`config.mk`:
```
export PLATFORM = sky130hd
export DESIGN_NAME = ir_frame_rx
export DESIGN_NICKNAME = d
export VERILOG_FILES = /design/src/rtl/ir_frame_rx.sv
export SDC_FILE = /design/constraint.sdc
export NUM_CORES = 1
export LEC_CHECK = 0
export CORE_ASPECT_RATIO = 0.8
export CORE_UTILIZATION = 55
export DETAILED_ROUTE_END_ITERATION = 6
export DONT_BUFFER_PORTS = 1
export HOLD_SLACK_MARGIN = 0.12
export PLACE_DENSITY_LB_ADDON = 0.2
export SLEW_MARGIN = 15
export SYNTH_ARGS = -nofsm -noshare
export SYNTH_HDL_FRONTEND = slang
export SYNTH_SLANG_ARGS = --single-unit
```
`constraint.sdc`:
```
create_clock -name PCLK -period 3.8 [get_ports PCLK]
set_input_delay 0.57 -clock PCLK [delete_from_list [all_inputs] [get_ports PCLK]]
set_output_delay 0.57 -clock PCLK [all_outputs]
set_load 0.005 [all_outputs]
```
`src/rtl/ir_frame_rx.sv`:
```
// ir_frame_rx: APB3 slave that receives pulse-distance IR frames from a demodulating
// IR receiver and delivers 32-bit words to software.
//
// Ports:
//   PCLK, PRESERN         clock, asynchronous active-low reset
//   PSEL/PENABLE/PWRITE   APB3 control; PADDR[7:0] decoded
//   PWDATA / PRDATA       write data / combinational read data (0 when not reading)
//   PREADY, PSLVERR       tied 1 / tied 0 (zero wait states, no errors)
//   sensor                asynchronous receiver output, low during a carrier burst
//   IRQ                   mirrors the VALID flag
//
// Register map: 0x00 DATA (R, read clears VALID), 0x04 STATUS (R),
//               0x08 CTRL (R/W: [0] EN, [1] write-1 clears ERRCNT and OVERRUN).
module ir_frame_rx #(
    parameter int unsigned TICK_DIV       = 1000,
    parameter int unsigned LEAD_MARK_MIN  = 800,
    parameter int unsigned LEAD_SPACE_MIN = 400,
    parameter int unsigned MARK_MAX       = 100,
    parameter int unsigned BIT_THRESH     = 112,
    parameter int unsigned TIMEOUT        = 1000
) (
    input  logic        PCLK,
    input  logic        PRESERN,
    input  logic        PSEL,
    input  logic        PENABLE,
    input  logic        PWRITE,
    input  logic [31:0] PADDR,
    input  logic [31:0] PWDATA,
    output logic [31:0] PRDATA,
    output logic        PREADY,
    output logic        PSLVERR,
    input  logic        sensor,
    output logic        IRQ
);

    localparam int unsigned PrescW = (TICK_DIV > 1) ? $clog2(TICK_DIV) : 1;
    localparam logic [PrescW-1:0] PrescMax = PrescW'(TICK_DIV - 1);

    localparam logic [15:0] LeadMarkMin  = 16'(LEAD_MARK_MIN);
    localparam logic [15:0] LeadSpaceMin = 16'(LEAD_SPACE_MIN);
    localparam logic [15:0] MarkMax      = 16'(MARK_MAX);
    localparam logic [15:0] BitThresh    = 16'(BIT_THRESH);
    localparam logic [15:0] Timeout      = 16'(TIMEOUT);

    localparam logic [7:0] AddrData   = 8'h00;
    localparam logic [7:0] AddrStatus = 8'h04;
    localparam logic [7:0] AddrCtrl   = 8'h08;

    typedef enum logic [2:0] {
        StIdle,
        StLeadMark,
        StLeadSpace,
        StBitMark,
        StBitSpace,
        StStop
    } state_e;

    // ---------------------------------------------------------------------------------------
    // State
    // ---------------------------------------------------------------------------------------
    logic              sync1_q, sync2_q, prev_q;
    logic [PrescW-1:0] presc_q, presc_d;
    logic [15:0]       dur_q, dur_d;
    state_e            state_q, state_d;
    logic [4:0]        bitcnt_q, bitcnt_d;
    logic [31:0]       shreg_q, shreg_d;
    logic [31:0]       data_q, data_d;
    logic              valid_q, valid_d;
    logic              overrun_q, overrun_d;
    logic [7:0]        errcnt_q, errcnt_d;
    logic              en_q, en_d;

    // ---------------------------------------------------------------------------------------
    // Edge detection and tick base
    // ---------------------------------------------------------------------------------------
    logic fall, rise, tick;

    assign fall = prev_q & ~sync2_q;
    assign rise = ~prev_q & sync2_q;
    assign tick = en_q && (presc_q == PrescMax);

    always_comb begin
        presc_d = presc_q + PrescW'(1);
        if (!en_q || tick) begin
            presc_d = '0;
        end
    end

    // ---------------------------------------------------------------------------------------
    // APB decode
    // ---------------------------------------------------------------------------------------
    logic       access, rd_data, ctrl_wr, clr;
    logic [7:0] addr;

    assign addr    = PADDR[7:0];
    assign access  = PSEL && PENABLE;
    assign rd_data = access && !PWRITE && (addr == AddrData);
    assign ctrl_wr = access && PWRITE && (addr == AddrCtrl);
    assign clr     = ctrl_wr && PWDATA[1];

    always_comb begin
        PRDATA = 32'h0;
        if (access && !PWRITE) begin
            case (addr)
                AddrData:   PRDATA = data_q;
                AddrStatus: PRDATA = {16'h0, errcnt_q, 5'h0, overrun_q,
                                      (state_q != StIdle), valid_q};
                AddrCtrl:   PRDATA = {31'h0, en_q};
                default:    PRDATA = 32'h0;
            endcase
        end
    end

    assign PREADY  = 1'b1;
    assign PSLVERR = 1'b0;
    assign IRQ     = valid_q;

    // ---------------------------------------------------------------------------------------
    // Frame decoder
    // ---------------------------------------------------------------------------------------
    logic        err, frame_done;
    logic [31:0] shifted;

    // First-received bit ends up in bit 0 after 32 right shifts.
    assign shifted = {(dur_q >= BitThresh), shreg_q[31:1]};

    always_comb begin
        state_d    = state_q;
        bitcnt_d   = bitcnt_q;
        shreg_d    = shreg_q;
        err        = 1'b0;
        frame_done = 1'b0;

        if (!en_q) begin
            state_d = StIdle;
        end else begin
            case (state_q)
                StIdle: begin
                    // Only a fresh falling edge starts a frame; a line left low after an
                    // error never retriggers.
                    if (fall) begin
                        state_d = StLeadMark;
                    end
                end
                StLeadMark: begin
                    if (rise) begin
                        if (dur_q >= LeadMarkMin) begin
                            state_d = StLeadSpace;
                        end else begin
                            err = 1'b1;
                        end
                    end else if (dur_q > Timeout) begin
                        err = 1'b1;
                    end
                end
                StLeadSpace: begin
                    if (fall) begin
                        if (dur_q >= LeadSpaceMin) begin
                            state_d  = StBitMark;
                            bitcnt_d = 5'd0;
                        end else begin
                            err = 1'b1;
                        end
                    end else if (dur_q > Timeout) begin
                        err = 1'b1;
                    end
                end
                StBitMark: begin
                    if (rise) begin
                        state_d = StBitSpace;
                    end else if (dur_q > MarkMax) begin
                        err = 1'b1;
                    end
                end
                StBitSpace: begin
                    if (fall) begin
                        shreg_d  = shifted;
                        bitcnt_d = bitcnt_q + 5'd1;
                        if (bitcnt_q == 5'd31) begin
                            frame_done = 1'b1;
                            state_d    = StStop;
                        end else begin
                            state_d = StBitMark;
                        end
                    end else if (dur_q > Timeout) begin
                        err = 1'b1;
                    end
                end
                StStop: begin
                    if (rise) begin
                        state_d = StIdle;
                    end else if (dur_q > MarkMax) begin
                        err = 1'b1;
                    end
                end
                default: state_d = StIdle;
            endcase
        end

        if (err) begin
            state_d = StIdle;
        end
    end

    // Duration restarts on every edge and every state change; saturates at all-ones.
    always_comb begin
        dur_d = dur_q;
        if (fall || rise || (state_d != state_q)) begin
            dur_d = 16'h0;
        end else if (tick && (dur_q != 16'hFFFF)) begin
            dur_d = dur_q + 16'd1;
        end
    end

    // ---------------------------------------------------------------------------------------
    // Software-visible registers
    // ---------------------------------------------------------------------------------------
    always_comb begin
        data_d    = frame_done ? shifted : data_q;
        en_d      = ctrl_wr ? PWDATA[0] : en_q;

        // A completing frame beats a simultaneous DATA read.
        valid_d = valid_q;
        if (frame_done) begin
            valid_d = 1'b1;
        end else if (rd_data) begin
            valid_d = 1'b0;
        end

        // The old frame only counts as lost if it was not read in this very cycle.
        overrun_d = overrun_q;
        if (clr) begin
            overrun_d = 1'b0;
        end else if (frame_done && valid_q && !rd_data) begin
            overrun_d = 1'b1;
        end

        errcnt_d = errcnt_q;
        if (clr) begin
            errcnt_d = 8'h0;
        end else if (err && (errcnt_q != 8'hFF)) begin
            errcnt_d = errcnt_q + 8'd1;
        end
    end

    always_ff @(posedge PCLK or negedge PRESERN) begin
        if (!PRESERN) begin
            sync1_q   <= 1'b1;
            sync2_q   <= 1'b1;
            prev_q    <= 1'b1;
            presc_q   <= '0;
            dur_q     <= 16'h0;
            state_q   <= StIdle;
            bitcnt_q  <= 5'd0;
            shreg_q   <= 32'h0;
            data_q    <= 32'h0;
            valid_q   <= 1'b0;
            overrun_q <= 1'b0;
            errcnt_q  <= 8'h0;
            en_q      <= 1'b0;
        end else begin
            sync1_q   <= sensor;
            sync2_q   <= sync1_q;
            prev_q    <= sync2_q;
            presc_q   <= presc_d;
            dur_q     <= dur_d;
            state_q   <= state_d;
            bitcnt_q  <= bitcnt_d;
            shreg_q   <= shreg_d;
            data_q    <= data_d;
            valid_q   <= valid_d;
            overrun_q <= overrun_d;
            errcnt_q  <= errcnt_d;
            en_q      <= en_d;
        end
    end

    logic unused_pins;
    assign unused_pins = ^{PADDR[31:8], PWDATA[31:2]};

endmodule

```
==> results of run 1 <==
[state kept, by name (all words and copies together) (netlist names)]
register and count:
data_q 32, shreg_q 31, dur_q 16, presc_q 10
errcnt_q 8, bitcnt_q 5, state_q 3, IRQ 1
en_q 1, overrun_q 1, prev_q 1, sync1_q 1
sync2_q 1
[metal layers]
layer,up-vias,global-route usage (%),wire length (um)
met5,-,0,0
met3,11,4.67,398
li1,1950,-,-
met4,0,6.82,124
met1,2015,34.4,5490
met2,74,33.9,5040
[cell type report]
class	count	area share (%)
clock buffer	9	3.80
clock inverter	7	1.50
inverter	11	0.697
multi-input combinational	412	42.6
sequential	111	46.9
tap	136	2.87
timing repair buffer	10	1.60
[worst max-delay path: cells and delay by family, from the launching register on]
family | cells | cell delay [ns]
compound gates | 3 | 1.06
simple gates | 3 | 1.32
flops | 1 | 0.44
[per-stage QoR]
stage / setup slack (ns) / total power [W] / area [um^2] / utilization (%)
3_3_place_gp: 0.954 / 0.00167 / 5580 / 57.6
6_report: 0.905 / 0.00268 / 5930 / 61.2
4_1_cts: 0.916 / 0.00270 / 5930 / 61.2
5_1_grt: 0.700 / 0.00281 / 5930 / 61.2
3_5_place_dp: 0.926 / 0.00169 / 5580 / 57.6
2_1_floorplan: 1.11 / 0.00162 / 5500 / -
[power by group]
part	switching (W)	internal (W)	total, W	leakage, nW
sequential	0.000101	0.00127	0.00137	1.48
combinational	0.000194	0.000132	0.000326	1.27
clock	0.000457	0.000524	0.000981	0.149
[logic make-up after synthesis]
group,after synthesis,synth area share (%)
and+or+nand+nor,279,24.7
DFF,111,50.6
AOI/OAI and AO/OA,68,8.94
buffers and inverters,45,3.69
muxes,32,6.53
xor gates and xnor gates,23,3.66
adders and majority gates,8,1.82
other,2,0.137
[layout by cell type (no fill, tap or decap), types with 8 or more instances in the layout]
cell type / netlist / routed
nand2_1: 120 / 120
dfrtp_1: 108 / 108
nor2_1: 36 / 35
and3_1: 34 / 34
mux2_2: 31 / 31
o21ai_0: 20 / 19
nand3_1: 17 / 17
xor2_1: 17 / 17
nor3_1: 15 / 14
inv_1: 11 / 11
nor4_1: 11 / 11
a21oi_1: 11 / 11
nand4_1: 10 / 10
a22oi_1: 10 / 10
clkbuf_16: 0 / 9
buf_4: 5 / 9
ha_1: 8 / 8
[worst min path at each step]
stage                        from        to  slack (ns)  cells after the start
final                     PRESERN  dur_q[4]        0.14                      1
after CTS                 PRESERN  dur_q[2]        0.18                      1
after floorplan           PRESERN       IRQ        0.27                      0
after global placement    PRESERN  dur_q[2]        0.28                      0
after global routing      PRESERN  dur_q[2]        0.19                      1
after detailed placement  PRESERN  dur_q[2]        0.28                      0
==> metrics, run 1 <==
status=finished, final reports clean; Port Buf Inserts=0; root buffer cell=clkbuf_16; CTS H-Tree Depth=3; Power Dens Cells=451 nW/um^2; Final nets=633; Synth top area share=49.1%; Crit-path slowest cell=or4_1; Worst Setup EP=errcnt_q[2]; leakage power=2.91 nW; CORE AREA=9690 um^2; CTS tree=done; register area=2780 um^2; DR iter-0 viols=221; WL final=11100 um; crit path kind=flop to flop; Worst Skew=0.00671 ns; synthesized area=5500 um^2; Sink Count=111; Seq/Total Area, Yosys=50.6%; hold_ws=0.137 ns; pin count of the biggest net entering global routing=112; total clock buffers created by CTS=9; cells resized by post-CTS repair=0; Setup violations, final=0; Post-Syn Area per Cell=9.68 um^2; hpwl dp=7350 um; Max Fanout on Critical Path=17; CTS max path bufs=2; Max Fclk=345 MHz; share of layout cells above drive strength 1=14.3%; Least-Margin Pin Slew=1.01 ns; die height=91.4 um; global-route wire length before repair=18900 um; Post-synth EDFFs=0; count of cell types in the netlist=62; worst r2r src=dur_q[11]; total gr overflow=0; First-pass DRT Iterations=5; clk_lat worst skew=0.35 ns; Fill cells=836; WL/cell=15.9 um; Synth area leaders=dfrtp_1, nand2_1, mux2_2, and3_1, xor2_1; Worst Hold Class=primary input to asynchronous set/reset pin; DR DRC count=0; Initial Util=56.8%; die area=10400 um^2; asr flop ratio synth=100%; reg2reg end=errcnt_q[2]; maximum VDD drop=0.213 mV; n_diodes=0; DRT antenna net count=0; syn nets=646; initial antenna violation count=0; Reg clk slew, reported paths=0.08 ns; RSZ-0062 raised after global routing=false; Max stage delay on crit path=0.62 ns; total number of vias=4050; Final Non-Filler Cells=696; number of global-route vias before repair=3740; critical path required time=4.08 ns; Final Hold Vio Count=0; cell row count=32; Syn-to-layout area delta=7.73%; Final Max Slew Viols=0; GRT Resource Usage Total=23.0%; I/O pins=105; Worst setup EP type=flop; Sum Neg Setup Slack=0 ns; relative slew slack=32.1%; Chip Width=114 um; min Tclk post-route=2.90 ns; worst-path cell chain=or4_1 -> o311a_2 -> a2111oi_4 -> nor3_2 -> or3_2 -> a21oi_1; Synth warnings=0; gpl congestion=0.811; placed cells=679; Tcrit/Tclk final=76.2%; Worst Path Arrival=3.17 ns; vias per cell=5.82; Critical Path Start=dur_q[11]; multi-input logic area=2520 um^2; Hold-fix buffers, CTS=1; post-CTS setup buffer count=0; register bit total from synthesis=111; Post-Synthesis Cells=568; MaxCap Viol Count=0; Post-synth top cells=nand2_1, dfrtp_1, nor2_1, and3_1, mux2_2; Top FF cell, synth=dfrtp_1; slack of the worst reg-to-reg path=0.90 ns; most frequent cell after synthesis=nand2_1; crit start category=flop; post-synth top area cell=dfrtp_1; worst r2r path cells=6
Note: power is estimated with default switching activity, not from simulation.
==> inputs of run 2 (changes only) <==
- clock period: 3.8 -> 2.6 ns (I/O delays scaled with it)
==> metrics, run 2 (same netlist as run 1, synthesis figures left out) <==
status=finished, violations left (was finished, final reports clean); failing checks=negative hold slack, negative setup slack; Chip Width=114 um (unchanged); Initial Util=56.8% (unchanged); gpl congestion=0.819 (was 0.811); RSZ-0062 raised after global routing=true (was false); total gr overflow=0 (unchanged); number of global-route vias before repair=4150 (was 3740); total number of vias=4364 (was 4050); die height=91.4 um (unchanged); Worst Path Arrival=2.89 ns (was 3.17 ns); Worst Hold Class=primary input to asynchronous set/reset pin (unchanged); n_diodes=0 (unchanged); cell area after layout=6500 um^2 (was 5930 um^2); Final Util=67.1% (was 61.2%); DP Area=5840 um^2 (was 5580 um^2); register area=2780 um^2 (unchanged); First-pass DRT Iterations=5 (unchanged); min Tclk post-route=2.66 ns (was 2.90 ns); hpwl dp=7640 um (was 7350 um); Tcrit/Tclk final=102% (was 76.2%); multi-input logic area=2780 um^2 (was 2520 um^2); die area=10400 um^2 (unchanged); pin count of the biggest net entering global routing=112 (unchanged); critical path required time=2.83 ns (was 4.08 ns); Final Max Slew Viols=0 (unchanged); Max Fclk=376 MHz (was 345 MHz); Reg clk slew, reported paths=0.08 ns (about the same); CP bufs+invs=3 (was 0); clk_lat worst skew=0.36 ns (was 0.35 ns); leakage power=3.19 nW (was 2.91 nW); cell row count=32 (unchanged); Port Buf Inserts=0 (unchanged); crit start category=flop (unchanged); DRT antenna net count=0 (unchanged); I/O pins=105 (unchanged); biggest regs=data_q x32, shreg_q x31, dur_q x16 (unchanged); Worst setup EP type=flop (unchanged); global-route wire length before repair=20300 um (was 18900 um); maximum VDD drop=0.367 mV (was 0.213 mV); Final nets=675 (was 633); WL final=12600 um (was 11100 um); Hold-fix buffers, CTS=1 (unchanged); CORE AREA=9690 um^2 (unchanged); Max Fanout on Critical Path=8 (was 17); MaxCap Viol Count=0 (unchanged); CP delay by family, top=simple AND/OR/NAND/NOR gates (unchanged); worst-path cell chain=or4_4 -> or4_4 -> a221oi_4 -> buf_6 -> buf_6 -> buf_4 -> nor3_4 -> o21ai_0 -> a21oi_2 (was or4_1 -> o311a_2 -> a2111oi_4 -> nor3_2 -> or3_2 -> a21oi_1); crit path kind=flop to flop (unchanged); Fill cells=746 (was 836); CTS H-Tree Depth=3 (unchanged); vias per cell=5.91 (was 5.82); DR iter-0 viols=421 (was 221); root buffer cell=clkbuf_16 (unchanged); Reg with most FFs=data_q (unchanged); hold_ws=-0.272 ns (was 0.137 ns); Max stage delay on crit path=0.58 ns (was 0.62 ns); WL/cell=17.1 um (was 15.9 um); Syn-to-layout area delta=18.2% (was 7.73%); max reg flops=32 (unchanged); Final Hold Vio Count=111 (was 0); share of layout cells above drive strength 1=24.4% (was 14.3%); Tot Pwr=0.00395 W (was 0.00268 W); fin worst setup slack=-0.0583 ns (was 0.905 ns); Worst Skew=0.00818 ns (was 0.00671 ns); total clock buffers created by CTS=9 (unchanged); Final Non-Filler Cells=738 (was 696); Sum Neg Setup Slack=-0.159 ns (was 0 ns); GRT Resource Usage Total=24.9% (was 23.0%); Crit-path slowest cell=or4_4 (was or4_1); commonest non-fill, non-tap cell in the layout=nand2_1 (unchanged); CTS tree=done (unchanged); commonest cells after routing, fill and taps aside=nand2_1, dfrtp_1, buf_4, and3_1, nor2_1 (was nand2_1, dfrtp_1, nor2_1, and3_1, mux2_2); Power Dens Cells=608 nW/um^2 (was 451 nW/um^2); Sink Count=111 (unchanged); CTS max path bufs=2 (unchanged); initial antenna violation count=0 (unchanged); DR DRC count=0 (unchanged); placed cells=707 (was 679); Setup violations, final=10 (was 0)
[run 2: timing repair]
action,CTS,global route
hold endpoints to repair,112,111
gates cloned,2,1
setup endpoints to repair,27,24
setup buffers,7,4
pin swaps,6,17
gates resized for setup,10,29
[run 2: power breakdown]
part           leakage [nW]  switching (W)  internal, W  total, W
clock network         0.149       0.000694     0.000683   0.00138
logic                  1.56       0.000331     0.000244  0.000576
registers              1.48       0.000150      0.00185   0.00200
total                  3.19        0.00118      0.00278   0.00395
[run 2: worst register-to-register path: cells and delay by family, from the launching register on]
kind | cells | cell delay (ns)
flip-flops | 1 | 0.42
AO/OA/AOI/OAI | 3 | 0.61
buffers and inverters | 3 | 0.40
AND/OR/NAND/NOR | 3 | 1.09
[run 2: layout make-up]
type                       instances  area share (%)
inverter                          11           0.635
clock buffer                       9            3.47
tap                              136            2.62
multi-input combinational        414            42.8
sequential                       111            42.8
timing repair buffer              50            6.58
clock inverter                     7            1.12
[run 2: through the flow]
step	setup WS (ns)	hold slack, ns
finish	-0.0583	-0.272
global route	-0.100	-0.289
CTS	0.00883	-0.283
detailed placement	-0.224	0.0993
global placement	-0.177	0.0977
floorplan	-0.00152	0.0944
[run 2: final timing paths]
path | slack (ns) | startpoint | endpoint | cells after the start
max in group asynchronous | 2.63 | PRESERN | sync1_q | 0
worst min register to register | 0.36 | sync1_q | sync2_q | 0
worst max register to register | -0.06 | dur_q[10] | errcnt_q[5] | 9
worst min-delay path | -0.27 | PRESERN | shreg_q[9] | 0
min in group PCLK | 0.17 | PWDATA[0] | en_q | 2
worst max-delay path | -0.06 | dur_q[10] | errcnt_q[5] | 9
[run 2: per-layer routing]
metal,GRT usage [%],vias to the layer above,share of wire (%)
met5,0,-,0
met4,8.12,0,1.6
met3,4.94,21,5.0
met2,38.5,127,48
met1,35.3,2172,46
li1,-,2044,-
==> inputs of run 3 (changes only) <==
- CORE_UTILIZATION: 55 -> 40
- CTS_BUF_LIST: unset -> sky130_fd_sc_hd__clkbuf_16
==> metrics, run 3 (same netlist as run 1, synthesis figures left out) <==
MaxCap Viol Count=0 (unchanged); root buffer cell=clkbuf_16 (unchanged); global-route wire length before repair=20500 um (was 20300 um); die height=107 um (was 91.4 um); commonest cells after routing, fill and taps aside=nand2_1, dfrtp_1, buf_4, nor2_1, and3_1 (was nand2_1, dfrtp_1, buf_4, and3_1, nor2_1); CTS tree=done (unchanged); WL/cell=16.1 um (was 17.1 um); CTS max path bufs=2 (unchanged); failing checks=negative hold slack, negative setup slack (unchanged); CTS H-Tree Depth=3 (unchanged); initial antenna violation count=0 (unchanged); commonest non-fill, non-tap cell in the layout=nand2_1 (unchanged); status=finished, violations left (unchanged); clk_lat worst skew=0.35 ns (was 0.36 ns); maximum VDD drop=0.328 mV (was 0.367 mV); Worst Skew=0.0168 ns (was 0.00818 ns); Final Util=48.8% (was 67.1%); crit path kind=flop to flop (unchanged); fin worst setup slack=-0.0196 ns (was -0.0583 ns); number of global-route vias before repair=3994 (was 4150); pin count of the biggest net entering global routing=112 (unchanged); Crit-path slowest cell=or4_4 (unchanged); hold_ws=-0.262 ns (was -0.272 ns); slack of the worst reg-to-reg path=-0.02 ns (was -0.06 ns); worst r2r path cells=7 (was 9); Worst Setup EP=errcnt_q[7] (was errcnt_q[5]); Worst Hold Class=primary input to asynchronous set/reset pin (unchanged); min Tclk post-route=2.62 ns (was 2.66 ns); total gr overflow=0 (unchanged); Worst Path Arrival=2.90 ns (was 2.89 ns); DR iter-0 viols=338 (was 421); vias per cell=5.43 (was 5.91); biggest regs=data_q x32, shreg_q x31, dur_q x16 (unchanged); worst-path cell chain=or4_4 -> or4_4 -> a221oi_4 -> buf_6 -> nor3_4 -> or3_2 -> a21oi_1 (was or4_4 -> or4_4 -> a221oi_4 -> buf_6 -> buf_6 -> buf_4 -> nor3_4 -> o21ai_0 -> a21oi_2); share of layout cells above drive strength 1=22.0% (was 24.4%); die area=14200 um^2 (was 10400 um^2); Final Max Slew Viols=0 (unchanged); Hold-fix buffers, CTS=1 (unchanged); most used cell, CP=or4_4; Port Buf Inserts=0 (unchanged); reg2reg end=errcnt_q[7] (was errcnt_q[5]); Final nets=668 (was 675); CP bufs+invs=1 (was 3); relative slew slack=60.0%; Tcrit/Tclk final=101% (was 102%); DRT antenna net count=0 (unchanged); Chip Width=133 um (was 114 um); Sink Count=111 (unchanged); Setup violations, final=9 (was 10); Reg clk slew, reported paths=0.08 ns (about the same); First-pass DRT Iterations=4 (was 5); worst r2r src=dur_q[14] (was dur_q[10]); WL final=12400 um (was 12600 um); GRT Resource Usage Total=18.2% (was 24.9%); cell row count=37 (was 32); Sum Neg Setup Slack=-0.100 ns (was -0.159 ns); Worst setup EP type=flop (unchanged); Syn-to-layout area delta=16.6% (was 18.2%); Initial Util=41.8% (was 56.8%); Final Hold Vio Count=111 (unchanged); DR DRC count=0 (unchanged); Reg with most FFs=data_q (unchanged); setup slack at placement=-0.205 ns (was -0.224 ns); crit start category=flop (unchanged); critical path required time=2.88 ns (was 2.83 ns); I/O pins=105 (unchanged); Power Dens Cells=611 nW/um^2 (was 608 nW/um^2); total clock buffers created by CTS=9 (unchanged); CORE AREA=13100 um^2 (was 9690 um^2); Critical Path Start=dur_q[14] (was dur_q[10]); gpl congestion=0.862 (was 0.819); total number of vias=4180 (was 4364); Least-Margin Pin Slew=0.595 ns; Levels on crit path=7 (was 9); max reg flops=32 (unchanged); RSZ-0062 raised after global routing=true (unchanged); Max Fanout on Critical Path=5 (was 8); hpwl dp=7920 um (was 7640 um); Max stage delay on crit path=0.58 ns (about the same); CP delay by family, top=simple AND/OR/NAND/NOR gates (unchanged); n_diodes=0 (unchanged); leakage power=3.16 nW (was 3.19 nW); Max Fclk=382 MHz (was 376 MHz)
-- run 3: cell types whose count changed in the layout (fill, tap and decap cells not counted), sizes merged --
cell,change
clkinv,+1
clkbuf,-1
buf,-6
inv,-1
-- run 3: metrics by stage --
step	instance area [um^2]	instances	power, W
detailed placement	5880	746	0.00248
CTS	6320	770	0.00392
finish	6410	770	0.00392
global placement	5880	746	0.00246
floorplan	5530	568	0.00237
global route	6410	770	0.00410
-- run 3: cell type report --
| cell class | count | area [um^2] |
|---|---|---|
| Clock inverter | 7 | 81.3 |
| Tap cell | 175 | 219 |
| Inverter | 11 | 41.3 |
| Multi-Input combinational cell | 414 | 2700 |
| Timing Repair Buffer | 43 | 365 |
| Fill cell | 1245 | 6740 |
| Sequential cell | 111 | 2780 |
| Clock buffer | 9 | 225 |
-- run 3: worst reg2reg max path, stage by stage (launching register included) --
cell	delay, ns
dfrtp_1	0.38
or4_4	0.58
or4_4	0.52
a221oi_4	0.24
buf_6	0.17
nor3_4	0.07
or3_2	0.45
a21oi_1	0.15
-- run 3: worst min path at each step --
| stage | to | slack (ns) | depth (start not counted) |
|---|---|---|---|
| 4_1_cts | data_q[26] | -0.28 | 0 |
| 3_5_place_dp | presc_q[6] | 0.10 | 0 |
| 3_3_place_gp | presc_q[6] | 0.1 | 0 |
| 6_report | presc_q[5] | -0.26 | 0 |
| 5_1_grt | presc_q[5] | -0.28 | 0 |
| 2_1_floorplan | IRQ | 0.09 | 0 |
-- run 3: power by group --
part / internal, W / switching, W
Sequential: 0.00185 / 0.000151
Clock: 0.000689 / 0.000701
Combinational: 0.000226 / 0.000302
-- run 3: what timing repair did --
action                                  4_1_cts  5_1_grt
cloned                                        2        0
setup buffers                                 5        0
pin swaps                                     5        1
hold endpoints to repair                    112      111
endpoints found under the setup margin       27       27
gates resized for setup                      10       20
-- run 3: metal layers --
layer | vias to the layer above | wire, um | GRT usage, % | share of wire (%)
met4 | 0 | 97 | 4.79 | 0.78
li1 | 2023 | - | - | -
met3 | 8 | 508 | 3.22 | 4.1
met2 | 87 | 5610 | 27.7 | 45
met5 | - | 0 | 0 | 0
met1 | 2062 | 6150 | 26.7 | 50
